[config.mk]
export PLATFORM = sky130hd
export DESIGN_NAME = series_gen
export DESIGN_NICKNAME = d
export VERILOG_FILES = /design/src/rtl/series_gen.sv
export SDC_FILE = /design/constraint.sdc
export NUM_CORES = 1
export LEC_CHECK = 0
export BUFFER_PORTS_ARGS = -buffer_cell sky130_fd_sc_hd__buf_2
export CORE_ASPECT_RATIO = 0.7
export CORE_MARGIN = 10
export CORE_UTILIZATION = 40
export DETAILED_ROUTE_END_ITERATION = 10
export GPL_ROUTABILITY_DRIVEN = 0
export PLACE_DENSITY = 0.59
export SYNTH_ARGS = -nofsm -noshare
export SYNTH_HDL_FRONTEND = slang
export SYNTH_SLANG_ARGS = --single-unit
export TNS_END_PERCENT = 5
[constraint.sdc]
create_clock -name clk -period 2.3 [get_ports clk]
set_input_delay 0.23 -clock clk [delete_from_list [all_inputs] [get_ports clk]]
set_output_delay 0.23 -clock clk [all_outputs]
set_load 0.02 [all_outputs]
[src/rtl/series_gen.sv]
// Serial pattern transmitter: sends an up-to-W-bit pattern MSB-first on x, with repeats and idle gaps.
// Moore outputs decoded from registered state; start is only taken in IDLE, abort/rst cancel at the next edge.
module series_gen #(
   parameter int W     = 5,
   parameter int LEN_W = 3,
   parameter int RPT_W = 4,
   parameter int GAP_W = 4
) (
   input  logic             clk,
   input  logic             rst,
   input  logic             start,
   input  logic [W-1:0]     pat_in,
   input  logic [LEN_W-1:0] len_in,
   input  logic [RPT_W-1:0] rpt_in,
   input  logic [GAP_W-1:0] gap_in,
   input  logic             abort,
   output logic             x,
   output logic             x_valid,
   output logic             busy,
   output logic             frame_end,
   output logic             done
);

   typedef enum logic [1:0] {IDLE, SHIFT, GAP} state_t;

   state_t           state, state_n;
   logic [W-1:0]     pat, pat_n, shreg, shreg_n;
   logic [LEN_W-1:0] len, len_n, idx, idx_n;
   logic [RPT_W-1:0] rpt, rpt_n;
   logic [GAP_W-1:0] gap, gap_n, gcnt, gcnt_n;
   logic             done_r, done_n;
   logic [LEN_W-1:0] len_eff;
   logic [W-1:0]     pat_al;

   // Pattern is stored left-aligned so the next bit to send is always shreg[W-1].
   always_comb begin
      len_eff = len_in;
      if (len_in == '0 || len_in > LEN_W'(W))
         len_eff = LEN_W'(W);
      pat_al = pat_in << (LEN_W'(W) - len_eff);
   end

   always_ff @(posedge clk) begin
      if (rst) begin
         state  <= IDLE;
         pat    <= '0;
         shreg  <= '0;
         len    <= '0;
         idx    <= '0;
         rpt    <= '0;
         gap    <= '0;
         gcnt   <= '0;
         done_r <= 1'b0;
      end else begin
         state  <= state_n;
         pat    <= pat_n;
         shreg  <= shreg_n;
         len    <= len_n;
         idx    <= idx_n;
         rpt    <= rpt_n;
         gap    <= gap_n;
         gcnt   <= gcnt_n;
         done_r <= done_n;
      end
   end

   always_comb begin
      state_n = state;
      pat_n   = pat;
      shreg_n = shreg;
      len_n   = len;
      idx_n   = idx;
      rpt_n   = rpt;
      gap_n   = gap;
      gcnt_n  = gcnt;
      done_n  = 1'b0;
      case (state)
         IDLE: begin
            if (start && !abort) begin
               state_n = SHIFT;
               pat_n   = pat_al;
               shreg_n = pat_al;
               len_n   = len_eff;
               idx_n   = len_eff - LEN_W'(1);
               rpt_n   = rpt_in;
               gap_n   = gap_in;
               gcnt_n  = '0;
            end
         end
         SHIFT: begin
            if (abort) begin
               state_n = IDLE;
            end else if (idx != '0) begin
               idx_n   = idx - LEN_W'(1);
               shreg_n = shreg << 1;
            end else if (rpt != '0) begin
               // Counting down from rpt_in means the max setting never wraps.
               rpt_n   = rpt - RPT_W'(1);
               shreg_n = pat;
               idx_n   = len - LEN_W'(1);
               if (gap != '0) begin
                  state_n = GAP;
                  gcnt_n  = gap - GAP_W'(1);
               end
            end else begin
               state_n = IDLE;
               done_n  = 1'b1;
            end
         end
         GAP: begin
            if (abort)
               state_n = IDLE;
            else if (gcnt == '0)
               state_n = SHIFT;
            else
               gcnt_n = gcnt - GAP_W'(1);
         end
         default: state_n = IDLE;
      endcase
   end

   assign x         = (state == SHIFT) & shreg[W-1];
   assign x_valid   = (state == SHIFT);
   assign busy      = (state != IDLE);
   assign frame_end = (state == SHIFT) && (idx == '0);
   assign done      = done_r;

endmodule

# After elaboration in Yosys (flattened, before gate mapping)
# Cells that the tools add are included.
[totals]
mem_bits_ro = 0
latch_bits = 0
mem_count = 0
ramBits = 0
ff_bits = 31
input_bits = 20
[classes]
n_mul = 0
n_div = 0
reduce_logical = 20
shift = 1
mux = 33
addsub = 7
bitwise_logic = 2
order_cmp = 1
n_eq_ne = 13
[ops]
columns = ["op", "count"]
rows = [
  ["$mux W4", 11],
  ["$mux W5", 4],
  ["$mux W3", 5],
  ["$mux W2", 7],
  ["$pmux W4 S3", 1],
  ["$sub A4 B1 Y4 const B", 3],
  ["$ne A2 B2 Y1 const B", 5],
  ["$pmux W5 S2", 1],
  ["$sub A3 B1 Y3 const B", 3],
  ["$pmux W4 S2", 1],
  ["$reduce_and A4 Y1", 2],
  ["$reduce_and A8 Y1", 1],
  ["$reduce_bool A4 Y1", 2],
  ["$logic_not A3 Y1", 2],
  ["$ne A3 B3 Y1 const B", 2],
  ["$pmux W2 S3", 1],
  ["$pmux W3 S2", 1],
  ["$reduce_bool A3 Y1", 2],
  ["$reduce_and A5 Y1", 1],
  ["$shl A5 B3 Y5", 1],
  ["$logic_not A4 Y1", 1],
  ["$ne A2 B1 Y1 const B", 2],
  ["$ne A4 B3 Y1 const B", 1],
  ["$reduce_bool A2 Y1", 2],
  ["other kinds (14)", 15],
]

# Logic depth before layout (Yosys ltp)
# Gate-level depths: netlist of run 1.
[logic_depth]
ltp_word = 7
mapped_depth = 9
ltp_nobuf = 8

# Worst setup path after synthesis of run 1
# No wires, ideal clock.
[synth_path]
path_kind = "reg-to-reg"
from = "register state[1]"
to = "register state[1]"
slack_ns = 0.436
synth_period_minus_slack_ns = 1.864
path_buffers = 1
t_arrival_ns = 1.806
path_stages_with_launch = 8
path_cell_list = "dfxtp_1 -> inv_1 -> ha_1 -> inv_1 -> buf_2 -> or3_1 -> a211o_1 -> a21bo_1"
[synth_via]
elab_chain_len = 3
elab_cells_between_ends = 9
cone_classes = "6 x eq/ne; 1 x mux; 2 x reduce/logical"
[synth_rtl]
columns = ["item", "line", "source"]
rows = [
  ["start, declared", "26", "state_t state, state_n;"],
  ["start signal, assigned", "55", "state <= state_n;"],
  ["$eq A2 B1 Y1 *", "-", ""],
  ["net x_valid", "18", "output logic x_valid,"],
  ["$ne A4 B3 Y1 (no source line) or $ne A3 B3 Y1 (tied branches)", "-", ""],
  ["$reduce_and A4 Y1 (no source line)", "-", ""],
]
# The timed path passes the listed nets; every way through them passes the cells marked *.
# A chain may end at the register's enable or synchronous reset.

# Worst setup path after layout of run 1
[layout_path]
from = "register state[1]"
to = "register idx[2]"
[layout_via]
elab_chain_len = 3
elab_cells_between_ends = 8
cone_classes = "4 x eq/ne; 1 x mux; 3 x reduce/logical"
[layout_rtl]
columns = ["item", "line", "source"]
rows = [
  ["$eq A2 B1 Y1 or $logic_not A2 Y1 (tied branches)", "77", "case (state)"],
  ["$ne A3 B1 Y1 (no source line), or another cell as far along", "-", ""],
  ["$reduce_and A4 Y1 (no source line)", "-", ""],
  ["end signal, assigned", "59", "idx <= idx_n;"],
  ["end, declared", "28", "logic [LEN_W-1:0] len, len_n, idx, idx_n;"],
]
# Several ways; a longest one is shown, not always the timed one.

==> impl_metrics.toml, run 1 <==
[run_status]
status = "finished clean"

[setup_path]
start_kind = "register"
cp_max_fo = 13
slowest_stage = "mux2_2"
slowest_delay_ns = 0.36
cp_num_buf_inv = 2
worstPathArrival_ns = 2.25
cp_top_family = "adder cells"
critical_path.most_common_cell = "ha_1"
rrSetupSlack_ns = 0.25
regToRegEndpoint = "idx[2]$_SDFFE_PP0P_"
endpoint_kind = "register"
worstSetupPathType = "register to register"
path_cells = "inv_1 -> ha_1 -> buf_4 -> mux2_2 -> ha_1 -> xnor2_1 -> o32ai_1"
required_ns = 2.50
rr_startpoint = "state[1]$_SDFFE_PP0P_"
r2r_cells = 7

[flow_run]
drv_cap = 0

[timing]
drv_slew = 0
hold_viol = 0
maxSlewHeadroom_pct = 66.20
layout_min_cycle_time_ns = 2.052
setup_violations = 0
tightest_slew_ns = 0.5036
rsz0062_at_grt = "false"
fin_setup_tns_ns = 0
skew_ns = 0.008520
fin_crit_sh_pct = 89.20
max_freq_ghz = 0.4874

[global_routing]
grt_util_all_layers_pct = 12.24
grt_start_max_net_pins = 24
grt_pass1_vias = 1591
gr-total-overflow = 0
antenna_found_initial = 0
grt_pass1_wl_um = 7955

[cts]
cts_tree = "built"
clk_pin_slew_worst_paths_ns = 0.07
ctsResizeCount = 0
cts_setup_buffers = 0
numClockSinks = 31
clock_latency_ns = 0.29
cts_made_buffers = 5
htree_levels = 2
hold_buffers = 0
clockBufferDepth = 2
cts_root_buf = "clkbuf_8"

[yosys]
seq_area_frac_synth_pct = 32.25
synth_cell_types = 53
yosys_warnings = 0
synth_top_area_share_pct = 32.25
yosys_most_used_dff = "dfxtp_1"
ys_ff_latch = 31
synthTopCellsByArea = "dfxtp_1 (32%), a21oi_1 (7.8%), nand2_1 (5.9%), mux2i_1 (4.7%), ha_1 (4.6%)"
synth-async-reset-ratio_pct = 0
synth_fp_nets = 265
synth_top_cell_by_area = "dfxtp_1"
netlist_instances = 238
synth-edff-count = 0
syn_avg_cell_area_um2 = 8.085
synthesis.area_mm2 = 0.001924

[floorplan]
rows = 21
core-area_mm2 = 0.004703
die-area_mm2 = 0.008029
ioPinCount = 25
initial_utilization_pct = 40.92
die_width_um = 102.9
die_h_um = 78.03

[placed_design]
place_area_mm2 = 0.002074
dp_hpwl_um = 3686
port_buffers = 24

[power_and_ir_drop]
p_per_area_mw_per_mm2 = 742.1
p_leak_nw = 0.8752
ir_drop_v = 0.0004136

[detailed_routing]
drtAntennaViolNets = 0
routed_wl_um = 4783
wl_per_cell_um = 15.04
dr.pass1.iters = 4
drt_iter0_markers = 91
via_per_inst = 5.450
num_vias = 1733
drc = 0

[final_layout]
drive_above_1_share_pct = 19.16
post-route-util_pct = 45.92
final_common_cell = "dfxtp_1"
diodes = 0
final_cell_mix = "dfxtp_1 (31), a21oi_1 (30), nand2_1 (30), buf_2 (24), nor2_1 (16)"
area_delta_synth_final_pct = 12.22
design_area_mm2 = 0.002160
num-nets-final = 287

[hold_path]
hold_path_end = "gap[0]$_SDFFE_PP0P_"
hp-class = "input port to register"
min_path_cells = 3
hold_start = "gap_in[0]"
how the worst max path moves through the flow:
stage | cells past startpoint | end | slack, ns | from
detailed placement | 7 | idx[2]$_SDFFE_PP0P_ | 0.24 | state[1]$_SDFFE_PP0P_
floorplan | 7 | state[1]$_SDFFE_PP0P_ | 0.44 | state[1]$_SDFFE_PP0P_
global route | 7 | shreg[0]$_SDFFE_PP0P_ | 0.07 | state[1]$_SDFFE_PP0P_
finish | 7 | idx[2]$_SDFFE_PP0P_ | 0.25 | state[1]$_SDFFE_PP0P_
global placement | 7 | idx[2]$_SDFFE_PP0P_ | 0.31 | state[1]$_SDFFE_PP0P_
CTS | 7 | idx[2]$_SDFFE_PP0P_ | 0.25 | state[1]$_SDFFE_PP0P_
metal layers:
metal,wire [um],up-vias,track usage (%)
met4,49,0,3.740
met3,220,8,3.850
li1,-,904,-
met1,2703,792,18.65
met2,1810,29,15.48
met5,0,-,0
synthesized netlist by cell type (all sizes together), types with 6 or more instances:
library cell / n
dfxtp: 31
clkbuf: 7
a21oi: 30
nor3: 10
ha: 7
nand2b: 10
buf: 6
inv: 9
nand2: 30
a211oi: 7
nor2: 18
mux2i: 9
o21ai: 7
tightest hold or removal path: stages:
cell and delay [ns]:
buf_2 0.09, nand2_1 0.04, a21oi_1 0.05
metrics by stage:
step,cells,hold WS (ns),power [mW],setup slack (ns)
finish,318,0.1745,1.603,0.2485
global route,318,0.1768,1.698,0.06986
CTS,318,0.1733,1.611,0.2506
detailed placement,310,0.4502,1.190,0.2437
global placement,310,0.4446,1.190,0.3145
floorplan,238,0.3660,1.055,0.4363
registers in the layout, indices dropped and copies added, names as in the netlist:
signal,flops
done,1
gap,4
gcnt,4
idx,3
len,3
pat,5
rpt,4
shreg,5
state,2
final cells by class:
type	count	area [um2]
multi-input combinational	185	1199
timing repair buffer	28	150.1
clock buffer	6	72.57
sequential	31	620.6
inverter	9	33.78
clock inverter	2	12.51
fill	478	2544
tap	57	71.32
logic make-up (layout without fill, tap and decap cells):
family	Yosys count	count (layout)	share of synthesized area (%)
multiplexers	11	11	5.852
XOR/XNOR	4	4	1.821
adder cells (fa/ha/maj)	7	7	4.551
buffers and inverters	22	45	5.462
AO/OA/AOI/OAI	69	69	24.45
AND/OR/NAND/NOR	94	94	25.62
flip-flops	31	31	32.25
report_power, final:
part           internal, mW  switching, mW
Combinational         0.213          0.332
Sequential            0.591         0.0467
Clock                 0.211          0.209
Total                  1.01          0.588
Note: power is estimated with default switching activity, not from simulation.
==> run 2, diff against run 1 <==
--- a/config.mk
+++ b/config.mk
@@ -5,6 +5,7 @@
 export SDC_FILE = /design/constraint.sdc
 export NUM_CORES = 1
 export LEC_CHECK = 0
+export ABC_AREA = 1
 export BUFFER_PORTS_ARGS = -buffer_cell sky130_fd_sc_hd__buf_2
 export CORE_ASPECT_RATIO = 0.7
 export CORE_MARGIN = 10
==> run 2 against run 1 <==
Clock-buffer cell count rose by 1. Sequential power up 14%. Global-route usage grew 0.099 points. Cell area up 1.2%. Fmax up 4.8%.
==> impl_metrics.toml, run 2 <==
[run_status]
status = "finished clean"

[setup_path]
start_kind = "register"
worstPathArrival_ns = 2.14
worstSetupPathType = "register to register"
cp_max_fo = 16
slowest_delay_ns = 0.39
path_cells = "inv_1 -> ha_1 -> buf_4 -> nand2_2 -> inv_2 -> nor3_4 -> inv_2 -> nor2_4 -> nand3_2 -> o21ai_2 -> inv_1"
required_ns = 2.48
cp_top_family = "simple AND/OR/NAND/NOR gates"
slowest_stage = "dfxtp_1"
endpoint_kind = "register"
cp_num_buf_inv = 5

[yosys]
ys_ff_latch = 31
synth_cell_types = 30
synth_top_cell_by_area = "dfxtp_1"
yosys_most_used_dff = "dfxtp_1"
synth-edff-count = 0
synthesis.area_mm2 = 0.001942
synth_adder_area_share_pct = 4.510
synth_top_family_by_area = "simple AND/OR/NAND/NOR gates"
synthMuxAreaShare_pct = 0
syn_avg_cell_area_um2 = 6.628
synth_fp_nets = 320
netlist_instances = 293
synth-compound-area-share_pct = 18.56
yosys_warnings = 0
synthTopCellsByCount = "nand2_1 (48), inv_1 (42), nor2_1 (33)"
seq_area_frac_synth_pct = 31.96
synth_top_area_share_pct = 31.96
synthTopCellsByArea = "dfxtp_1 (32%), nand2_1 (9.3%), inv_1 (8.1%), o21ai_0 (6.7%), a21oi_1 (6.4%)"
synth-xor-area-share_pct = 0.4510
yosysMostFrequentCell = "nand2_1"
synth-simple-area-share_pct = 32.02
synth-async-reset-ratio_pct = 0

[timing]
hold_viol = 0
fin_crit_sh_pct = 85.09
skew_ns = 0.006123
max_freq_ghz = 0.5110
drv_slew = 0
fin_ws_ns = 0.3429
fin_setup_tns_ns = 0
rsz0062_at_grt = "false"
setup_violations = 0
maxSlewHeadroom_pct = 64.15
layout_min_cycle_time_ns = 1.957
tightest_slew_ns = 0.5357
hold_ws_ns = 0.1701

[detailed_routing]
route.met3.wl_um = 307
wl_per_cell_um = 12.49
num_vias = 1857
routed_wl_um = 4696
dr.pass1.iters = 4
wl_met1_um = 2576
route.met2.wl_um = 1776
drc = 0
drtAntennaViolNets = 0
top_layer_used = "met4"
drt_iter0_markers = 144
via_per_inst = 4.939

[placed_design]
post-place-ws_ns = 0.3392
numPlacedInstances = 368
dp_hpwl_um = 3642
port_buffers = 24
place_area_mm2 = 0.002103

[final_layout]
stdcell_count = 376
diodes = 0
top_regs = "pat x5, shreg x5"
design_area_mm2 = 0.002185
final_cell_mix = "nand2_1 (48), inv_1 (42), nor2_1 (33), dfxtp_1 (31), o21ai_0 (26)"
area_delta_synth_final_pct = 12.50
post-route-util_pct = 46.19
final_common_cell = "nand2_1"
drive_above_1_share_pct = 18.81
num-nets-final = 345

[floorplan]
core-area_mm2 = 0.004730
ioPinCount = 25
rows = 21
initial_utilization_pct = 41.06
die_h_um = 78.30
die-area_mm2 = 0.008086
die_width_um = 103.3

[power_and_ir_drop]
p_int_mw = 1.210
pwr-share-clk_pct = 19.2
pwr-share-comb_pct = 46.9
p_sw_share_pct = 43.90
finalPower_mw = 2.157
p_switching_mw = 0.9472
p_seq_share_pct = 33.9
p_per_area_mw_per_mm2 = 987.5
ir_drop_v = 0.0005092
p_leak_nw = 1.040

[global_routing]
grt_pass1_vias = 1685
grt_start_max_net_pins = 18
grt_util_all_layers_pct = 12.34
grt_pass1_wl_um = 8052
gr-total-overflow = 0
antenna_found_initial = 0

[cts]
cts_root_buf = "clkbuf_8"
cts_made_buffers = 5
clock_latency_ns = 0.28
ctsResizeCount = 0
numClockSinks = 31
cts_setup_buffers = 0
cts_tree = "built"
clockBufferDepth = 2
hold_buffers = 0
htree_levels = 2
clk_pin_slew_worst_paths_ns = 0.07

[hold_path]
hp-class = "input port to register"

[flow_run]
drv_cap = 0
[run 2: changes by cell type in the layout (fill, tap and decap cells not counted), moves of 4 or more]
cell / previous run / this run
nor3b_1: 4 / 0
nand2_1: 30 / 48
inv_2: 0 / 7
nand2b_1: 10 / 0
nor2_1: 16 / 33
o21ai_1: 1 / 6
a21oi_1: 30 / 25
a211oi_1: 7 / 0
nand4_1: 0 / 6
mux2i_1: 9 / 0
nand3_1: 5 / 24
inv_1: 9 / 42
o21ai_0: 5 / 26
[run 2: final cells by class]
type	count	area [um2]
timing repair buffer	27	142.6
clock inverter	1	5.005
fill	512	2545
tap	57	71.32
sequential	31	620.6
multi-input combinational	203	1079
inverter	50	190.2
clock buffer	7	76.32
[run 2: power groups by stage]
stage	Combinational [mW]	Sequential (mW)	Clock [mW]
after floorplan	0.830	0.725	0
after global placement	1.01	0.743	0
after detailed placement	1.02	0.740	0
after CTS	1.02	0.730	0.430
after global routing	1.17	0.746	0.453
final	1.01	0.730	0.414
[run 2: tightest hold or removal path, stage by stage]
cell and delay (ns):
buf_2 0.07, nor2_1 0.03, nor2_1 0.08
[run 2: kinds of logic after synthesis]
family / count (synthesis)
simple gates: 129
buf+inv: 59
compound gates: 66
xor+xnor: 1
fa+ha+maj: 7
flops: 31
[run 2: final timing paths]
kind | endpoint | cells past startpoint | slack [ns] | startpoint
max | shreg[1]$_SDFFE_PP0P_ | 11 | 0.34 | state[1]$_SDFFE_PP0P_
min | gap[0]$_SDFFE_PP0P_ | 3 | 0.17 | gap_in[0]
max reg2reg | shreg[1]$_SDFFE_PP0P_ | 11 | 0.34 | state[1]$_SDFFE_PP0P_
min reg2reg | rpt[3]$_SDFFE_PP0P_ | 2 | 0.47 | rpt[3]$_SDFFE_PP0P_
[run 2: per-layer routing]
layer	GRT usage, %	vias up
met3	3.500	4
met4	3.324	0
met2	15.60	45
li1	-	993
met5	0	-
met1	19.14	815
==> run 3, diff against run 2 <==
--- a/config.mk
+++ b/config.mk
@@ -13,6 +13,7 @@
 export DETAILED_ROUTE_END_ITERATION = 10
 export GPL_ROUTABILITY_DRIVEN = 0
 export PLACE_DENSITY = 0.59
+export RECOVER_POWER = 100
 export SYNTH_ARGS = -nofsm -noshare
 export SYNTH_HDL_FRONTEND = slang
 export SYNTH_SLANG_ARGS = --single-unit
==> run 3 against run 2 <==
Cell area fell by 0.97%. Worst hold slack improved by 0.00055 ns. Non-clock buffer count unchanged. Total power shrank 1.4%. Clock power barely moved. Sequential power about the same. Largest cell class unchanged. Highest routed layer unchanged.
==> impl_metrics.toml, run 3 (synthesis results as in run 2) <==
[timing]
hold_viol = 0
fin_crit_sh_pct = 87.50
maxSlewHeadroom_pct = 63.88
setup_violations = 0
max_freq_ghz = 0.4969
fin_setup_tns_ns = 0
fin_ws_ns = 0.2876
rsz0062_at_grt = "false"
drv_slew = 0
skew_ns = 0.005848
layout_min_cycle_time_ns = 2.012
tightest_slew_ns = 0.5398

[cts]
numClockSinks = 31
htree_levels = 2
cts_setup_buffers = 0
cts_made_buffers = 5
clk_pin_slew_worst_paths_ns = 0.07
cts_tree = "built"
cts_root_buf = "clkbuf_8"
clock_latency_ns = 0.28
hold_buffers = 0
ctsResizeCount = 0
clockBufferDepth = 2

[final_layout]
final_cell_mix = "nand2_1 (50), inv_1 (45), nor2_1 (34), o21ai_0 (31), dfxtp_1 (31)"
top_regs = "pat x5, shreg x5"
multi_input_area_mm2 = 0.001066
diodes = 0
ff_latch_area_um2 = 620.6
final_common_cell = "nand2_1"
drive_above_1_share_pct = 15.05
n_fill_cell = 517
num-nets-final = 345
area_delta_synth_final_pct = 11.40

[detailed_routing]
drtAntennaViolNets = 0
dr.pass1.iters = 4
via_per_inst = 4.955
num_vias = 1863
wl_per_cell_um = 12.56
routed_wl_um = 4724
drc = 0
drt_iter0_markers = 148

[global_routing]
gr-total-overflow = 0
grt_start_max_net_pins = 18
grt_pass1_wl_um = 8052
grt_util_all_layers_pct = 12.34
grt_pass1_vias = 1685
antenna_found_initial = 0

[hold_path]
min_path_cells = 3
hold_path_end = "gap[0]$_SDFFE_PP0P_"
hp-class = "input port to register"
hold_start = "gap_in[0]"

[floorplan]
rows = 21
die-area_mm2 = 0.008086
core-area_mm2 = 0.004730
die_h_um = 78.30
die_width_um = 103.3
ioPinCount = 25
initial_utilization_pct = 41.06

[setup_path]
regToRegEndpoint = "idx[2]$_SDFFE_PP0P_"
startpoint = "state[1]$_SDFFE_PP0P_"
worstSetupPathType = "register to register"
required_ns = 2.48
rr_startpoint = "state[1]$_SDFFE_PP0P_"
cp_max_fo = 9
worstPathArrival_ns = 2.19
r2r_cells = 12
endpoint_kind = "register"
start_kind = "register"
rrSetupSlack_ns = 0.29

[power_and_ir_drop]
ir_drop_v = 0.0005038
p_leak_nw = 1.019
p_per_area_mw_per_mm2 = 983.0

[placed_design]
port_buffers = 24
post-place-ws_ns = 0.3392
dp_hpwl_um = 3642

[run_status]
status = "finished clean"

[flow_run]
drv_cap = 0
run 3: changes by cell type in the layout (fill, tap and decap cells not counted):
cell / previous run / this run
clkbuf_1: 2 / 7
buf_4: 3 / 2
clkinv_1: 0 / 1
o21ai_1: 6 / 1
buf_2: 24 / 20
nand2_2: 3 / 1
nor2_1: 33 / 34
o21ai_0: 26 / 31
nand2_1: 48 / 50
nor2_4: 3 / 2
inv_2: 7 / 3
inv_1: 42 / 45
run 3: worst max-delay path: stages (launching register included):
cell      delay, ns
dfxtp_1        0.38
inv_1          0.08
ha_1           0.20
inv_1          0.29
buf_4          0.22
nand2_1        0.06
o221ai_1       0.13
inv_1          0.09
ha_1           0.20
nand4_1        0.10
nand3_2        0.07
nand2_1        0.07
inv_1          0.03
run 3: per-layer routing:
metal  global-route usage [%]  wire, um  vias to the layer above
met5                        0         0                        -
met1                    19.14      2604                      815
li1                         -         -                      993
met3                    3.500       310                        4
met2                    15.60      1774                       51
met4                    3.324        36                        0
run 3: cell type report:
class	instances	share of cell area (%)
inverters	50	8.791
well taps	57	3.297
multi-input cells	203	49.28
flip-flops and latches	31	28.69
clock buffers	7	3.528
clock inverters	1	0.2313
repair buffers	27	6.189
run 3: stage by stage:
stage,std cells,hold WS (ns),utilization (%),cell area [um2],total power [mW]
finish,376,0.1707,45.74,2163,2.126
detailed placement,368,0.4588,44.47,2103,1.756
floorplan,293,0.3062,-,1942,1.555
global placement,368,0.4545,44.47,2103,1.753
CTS,376,0.1651,46.19,2185,2.181
global route,376,0.1771,45.74,2163,2.329
run 3: worst max path at each step:
stage                       endpoint  cells after the start
6_report         idx[2]$_SDFFE_PP0P_                     12
5_1_grt          idx[2]$_SDFFE_PP0P_                     12
4_1_cts        shreg[1]$_SDFFE_PP0P_                     11
3_5_place_dp   shreg[1]$_SDFFE_PP0P_                     11
3_3_place_gp   shreg[1]$_SDFFE_PP0P_                     11
2_1_floorplan    idx[2]$_SDFFE_PP0P_                     13
run 3: where the power goes:
part / internal, mW / total [mW] / switching [mW]
logic: 0.322 / 0.982 / 0.659
registers: 0.659 / 0.730 / 0.0716
clock network: 0.212 / 0.414 / 0.202
